## config.mk

```make
export PLATFORM = sky130hd
export DESIGN_NAME = instr_fetch
export DESIGN_NICKNAME = d
export VERILOG_FILES = /design/src/rtl/cpu_pkg.sv /design/src/rtl/jump_unit.sv /design/src/rtl/instr_fetch.sv
export SDC_FILE = /design/constraint.sdc
export NUM_CORES = 1
export LEC_CHECK = 0
export CORE_MARGIN = 8
export CORE_UTILIZATION = 40
export CTS_BUF_LIST = sky130_fd_sc_hd__clkbuf_4 sky130_fd_sc_hd__clkbuf_8 sky130_fd_sc_hd__clkbuf_16
export DETAILED_ROUTE_END_ITERATION = 8
export GPL_TIMING_DRIVEN = 0
export PLACE_DENSITY = 0.79
export SLEW_MARGIN = 20
export SYNTH_ARGS = -nofsm -noshare
export SYNTH_HDL_FRONTEND = slang
export SYNTH_SLANG_ARGS = --single-unit
```

## constraint.sdc

```tcl
create_clock -name clk -period 2.04 [get_ports clk]
set_clock_uncertainty 0.1 [all_clocks]
set_input_delay 0.204 -clock clk [delete_from_list [all_inputs] [get_ports clk]]
set_output_delay 0.204 -clock clk [all_outputs]
set_load 0.02 [all_outputs]
```

## src/rtl/cpu_pkg.sv

```systemverilog
// Shared types and constants for the Hack-style CPU front end.
// Holds the fetch FSM state type, default widths and jump-bit positions.
package cpu_pkg;

   localparam int DW_DEF = 16;
   localparam int AW_DEF = 15;

   // Bit positions of the jump field inside a C-instruction (lt, eq, gt)
   localparam int J1 = 2;
   localparam int J2 = 1;
   localparam int J3 = 0;

   typedef enum logic [1:0] {
      IDLE  = 2'd0,
      FETCH = 2'd1,
      VALID = 2'd2
   } fetch_state_t;

endpackage

```

## src/rtl/jump_unit.sv

```systemverilog
// Combinational branch decision from the jump bits and ALU flags.
// A-instructions never branch regardless of what the j-bits read.
module jump_unit
   import cpu_pkg::*;
(
   input  logic       instr_type,
   input  logic [2:0] jbits,
   input  logic       alu_zr,
   input  logic       alu_ng,
   output logic       taken
);

   logic pos;

   assign pos   = !alu_ng && !alu_zr;
   assign taken = instr_type && ((jbits[J1] && alu_ng) ||
                                 (jbits[J2] && alu_zr) ||
                                 (jbits[J3] && pos));

endmodule

```

## src/rtl/instr_fetch.sv

```systemverilog
// Fetch stage: owns the PC, fetches from ROM over req/ack and holds one
// instruction until the execute stage retires it, then steps or branches.
module instr_fetch
   import cpu_pkg::*;
#(
   parameter int DW = DW_DEF,
   parameter int AW = AW_DEF
) (
   input  logic          clk,
   input  logic          rst,
   output logic [AW-1:0] rom_addr,
   output logic          rom_req,
   input  logic          rom_ack,
   input  logic [DW-1:0] rom_data,
   output logic [DW-1:0] instr,
   output logic          instr_valid,
   input  logic          instr_ready,
   input  logic          instr_type,
   input  logic          cmd_j1,
   input  logic          cmd_j2,
   input  logic          cmd_j3,
   input  logic          alu_zr,
   input  logic          alu_ng,
   input  logic [AW-1:0] a_reg,
   output logic [AW-1:0] pc
);

   fetch_state_t state, state_nxt;
   logic         taken;
   logic         retire;
   logic         fetch_done;

   jump_unit u_jump (
      .instr_type (instr_type),
      .jbits      ({cmd_j1, cmd_j2, cmd_j3}),
      .alu_zr     (alu_zr),
      .alu_ng     (alu_ng),
      .taken      (taken)
   );

   assign rom_req    = (state == FETCH);
   assign rom_addr   = pc;
   assign fetch_done = (state == FETCH) && rom_ack;
   assign retire     = (state == VALID) && instr_ready;

   always_comb begin
      state_nxt = state;
      case (state)
         IDLE:    state_nxt = FETCH;
         FETCH:   if (rom_ack) state_nxt = VALID;
         VALID:   if (instr_ready) state_nxt = FETCH;
         default: state_nxt = IDLE;
      endcase
   end

   // Jump inputs are only trusted in the retire cycle, so the branch
   // decision is consumed exactly there and nowhere else.
   always_ff @(posedge clk) begin
      if (rst) begin
         state       <= IDLE;
         pc          <= '0;
         instr       <= '0;
         instr_valid <= 1'b0;
      end else begin
         state <= state_nxt;
         if (fetch_done) begin
            instr       <= rom_data;
            instr_valid <= 1'b1;
         end
         if (retire) begin
            pc          <= taken ? a_reg : pc + 1'b1;
            instr_valid <= 1'b0;
         end
      end
   end

endmodule

```

---- Word-level counts from Yosys, hierarchy flattened ----
Index checks and enable logic that the tools add are counted.
word-level totals
  flip-flop bits (word level) ............. 34
  input port bits ......................... 41
  output and inout bits ................... 48
  word-level logic and storage cells ...... 27
cells by class
  add/subtract/negate cells ............... 1
  equal/unequal tests ..................... 4
  multiplexer cells ....................... 4
  reductions and logical operators ........ 14
operator list
  cell                     count
  $add A15 B1 Y15 const B  1
  $mux W15                 1
  $logic_and A1 B1 Y1      7
  $pmux W2 S3              1
  $mux W2                  2
  $eq A2 B1 Y1 const B     1
  $eq A2 B2 Y1 const B     1
  $logic_not A1 Y1         2
  $logic_not A2 Y1         1
  $logic_or A1 B1 Y1       2
  $ne A2 B1 Y1 const B     1
  $ne A2 B2 Y1 const B     1
  $reduce_and A2 Y1        1
  $reduce_or A2 Y1         1

---- Longest topological paths before layout ----
  depth in word-level cells ............... 6
  gate-level depth with buffers ........... 6
  depth with buffers taken out ............ 5

---- Modules after synthesis ----
From an unflattened synthesis, not the netlist that was laid out.
second synthesis, totals
  cells, all modules ...................... 214
  area, all modules ....................... 1685.4 µm²
modules (own cells, without submodules)
  module       times used  cells an instance  area an instance (µm²)  sequential area each (µm²)
  instr_fetch  1           211                1661.6                  680.7
  jump_unit    1           3                  23.8                    0.0

---- Worst setup path before layout ----
OpenSTA, ideal clock, no wires.
  kind .................................... reg2reg
  start point ............................. register pc[0]
  end point ............................... register pc[14]
  setup time .............................. 92 ps
  arrival ................................. 1749 ps
  path slack .............................. 98 ps
  cell stages (with the launch flop) ...... 7
  buffers on the path ..................... 1
  cell sequence ........................... dfxtp_1 ha_1 and4_1 buf_1 nand4_1 o41a_2 o32ai_1
between the ends
  longest elaborated chain between the ends .. 2
ends and longest elaborated chain
  item                    line               source
  start, declared         instr_fetch.sv:25  output logic [AW-1:0] pc
  start signal, assigned  instr_fetch.sv:71  pc <= taken ? a_reg : pc + 1'b1;
  $add A15 B1 Y15         instr_fetch.sv:71
  $mux W15                instr_fetch.sv:71
Every way passes these cells.
A chain may end at the register's enable or synchronous reset.

---- Worst setup path in the final report ----
  start point ............................. register pc[1]
  end point ............................... register pc[14]
Same word-level chain as after synthesis.

==> metrics.yaml <==
detailed_routing:
  num_vias: 1961
  drt_pass1_iterations: 4
  vias_per_cell: 5.22
  antenna_left: 0
  drc: 0
  routedWlPerCell_um: 15.5
  drt_wl_total_um: 5840
  drt_iter0_drc: 150
job:
  cap_violations: 0
worst_setup_path:
  cp_max_fo: 6
  critPathLaunchType: "flop"
  end_kind: "flop"
  worstSetupPathType: "flop to flop"
  reg2regPathDepth: 5
  arrival_ps: 1990
  timing.reg2reg.setup_slack_ps: 150
  worstPathRequired_ps: 2140
logic_synthesis:
  async_flop_share_pct: 0
  yosysWarnings: 0
  seq_area_frac_synth_pct: 36.3
  synth-main-ff-cell: "dfxtp_1"
  synth_nets: 271
  synth-seq-cells: 34
  synth_cells: 229
  syn_area_um2: 1880
  synth.most_common_cell: "nand2_1"
  synth.top_cell.area_share_pct: 36.3
  netlist_top_cells_area: "dfxtp_1 (36%), nand2_1 (8.2%), a21oi_1 (6.9%)"
  synth-edff-count: 0
  synth_top_cell_by_area: "dfxtp_1"
  synth_cell_types: 43
  ys_top_cells_by_count: "nand2_1 (41), dfxtp_1 (34), a21oi_1 (26)"
  avgSynthCellArea_um2: 8.20
pwr:
  vdd_drop_max_mv: 0.347
  power_leakage_nw: 1.06
  power_density_nw_per_um2: 604
placement:
  dp_hpwl_um: 4420
  placed_cell_area_um2: 2810
  dp_cells: 369
  gp_congestion: 0.808
  io_buffer_count: 86
sta:
  tns_ps: 0
  fmax_mhz: 529
  period_minus_slack_ps: 1890
  finalMaxSlewViolations: 0
  hold_slack_ps: 75.4
  setup_violations: 0
  worstMarginPinSlew_ps: 582
  relSlewSlack_pct: 61.0
  finalHoldViolCount: 0
  rsz0062_at_grt: "false"
  period_share_pct: 92.7
cells_and_area:
  seqCellArea_um2: 683
  n_antenna_cell: 0
  layout-drive-gt1-share_pct: 14.9
  num-nets-final: 363
  multi_input_area_um2: 922
  final_cells: 376
  syn_to_final_growth_pct: 57.2
  stdcell_area_um2: 2950
  fillers: 429
min_path:
  hold_path_class: "primary input to flop"
  hold_depth: 2
clocking:
  cts.clk_slew.worst_paths_ps: 70
  clockBufferDepth: 2
  ctsHoldBuffers: 0
  insertion_delay_ps: 300
  cts_num_sinks: 34
  postCtsSetupBuffers: 0
  cts.root.buffer_cell: "clkbuf_8"
  htreeDepth: 2
  cts_tree: "yes"
  cts_buffers: 5
grt:
  grt_pass1_vias: 1878
  antenna_found_initial: 0
  overflow: 0
  track_usage_pct: 16.5
  grt_max_degree: 12
  grt_pass1_wl_um: 9490
run_status:
  status: "completed"
floorplanning:
  initial_core_util_pct: 40.5
  fp-row-count: 25
  boundaryPins: 89
  die_w_um: 84.5
  core_um2: 4630
  die_y_um: 84.5
  die_area_um2: 7140
-- metal layers --
layer | part of all wire [%] | vias to the layer above | GRT usage [%]
met3 | 5.3 | 6 | 4.78
li1 | - | 992 | -
met2 | 52 | 48 | 28.3
met4 | 1.3 | 0 | 5.66
met1 | 42 | 915 | 19.1
met5 | 0 | - | 0
-- registers in the layout (all words and copies together) (netlist names) --
| signal | flops |
|---|---|
| instr | 16 |
| pc | 15 |
| state | 2 |
| instr_valid | 1 |
-- worst max-delay path, stage by stage (launching register included) --
cell and delay, ps:
dfxtp_1 430, ha_2 250, and4_2 320, nand4_1 170, o41a_2 400, o32ai_1 120
-- cells in the final DEF, fill, tap and decap left out, types with 3 or more instances in the layout --
cell / count
clkdlybuf4s50_1: 86
clkbuf_1: 4
buf_4: 17
nand2_1: 41
clkbuf_8: 8
buf_6: 3
dfxtp_1: 32
nor2_1: 5
buf_1: 3
o211ai_1: 6
nor2b_1: 4
nand3_1: 7
mux2i_1: 7
inv_1: 11
and3_1: 3
nand4_1: 7
o31a_2: 4
o32ai_1: 9
a21oi_1: 26
-- path summary, 6_finish.rpt --
kind                   from         to
setup reg to reg      pc[1]     pc[14]
setup / recovery      pc[1]     pc[14]
hold / removal          rst      pc[3]
hold reg to reg   instr[13]  instr[13]
-- kinds of logic after synthesis --
| family | after synthesis | synth area share, % |
|---|---|---|
| simple gates | 81 | 21.0 |
| compound gates | 62 | 23.5 |
| buf+inv | 44 | 14.8 |
| flops | 34 | 36.3 |
| mux | 7 | 3.73 |
| fa+ha+maj | 1 | 0.667 |
-- cell type report --
class | instances | area share [%]
tap | 54 | 2.29
inverter | 11 | 1.40
clock buffer | 6 | 2.80
sequential | 34 | 23.2
clock inverter | 2 | 2.04
buffer | 32 | 7.89
multi-input combinational | 151 | 31.3
timing repair buffer | 86 | 29.2
-- per-stage QoR --
stage                     worst slack (ps)  utilization (%)  total power, mW
after global routing                  5.04             63.7             1.85
after global placement               -49.5             60.6             1.00
after detailed placement              -102             60.6             1.00
after floorplan                       98.3                -            0.855
final                                  150             63.7             1.78
after CTS                             40.7             63.6             1.80
-- where the power goes --
part	total, mW	switching [mW]	internal, mW	leakage (nW)
clock network	0.793	0.271	0.521	0.0714
logic	0.288	0.129	0.160	0.715
registers	0.700	0.0146	0.685	0.277
-- what timing repair did --
| action | CTS | global route |
|---|---|---|
| gates resized for setup | 0 | 4 |
| setup endpoints to repair | 1 | 2 |
| gates cloned | 0 | 0 |
(Power assumes the default switching activity.)
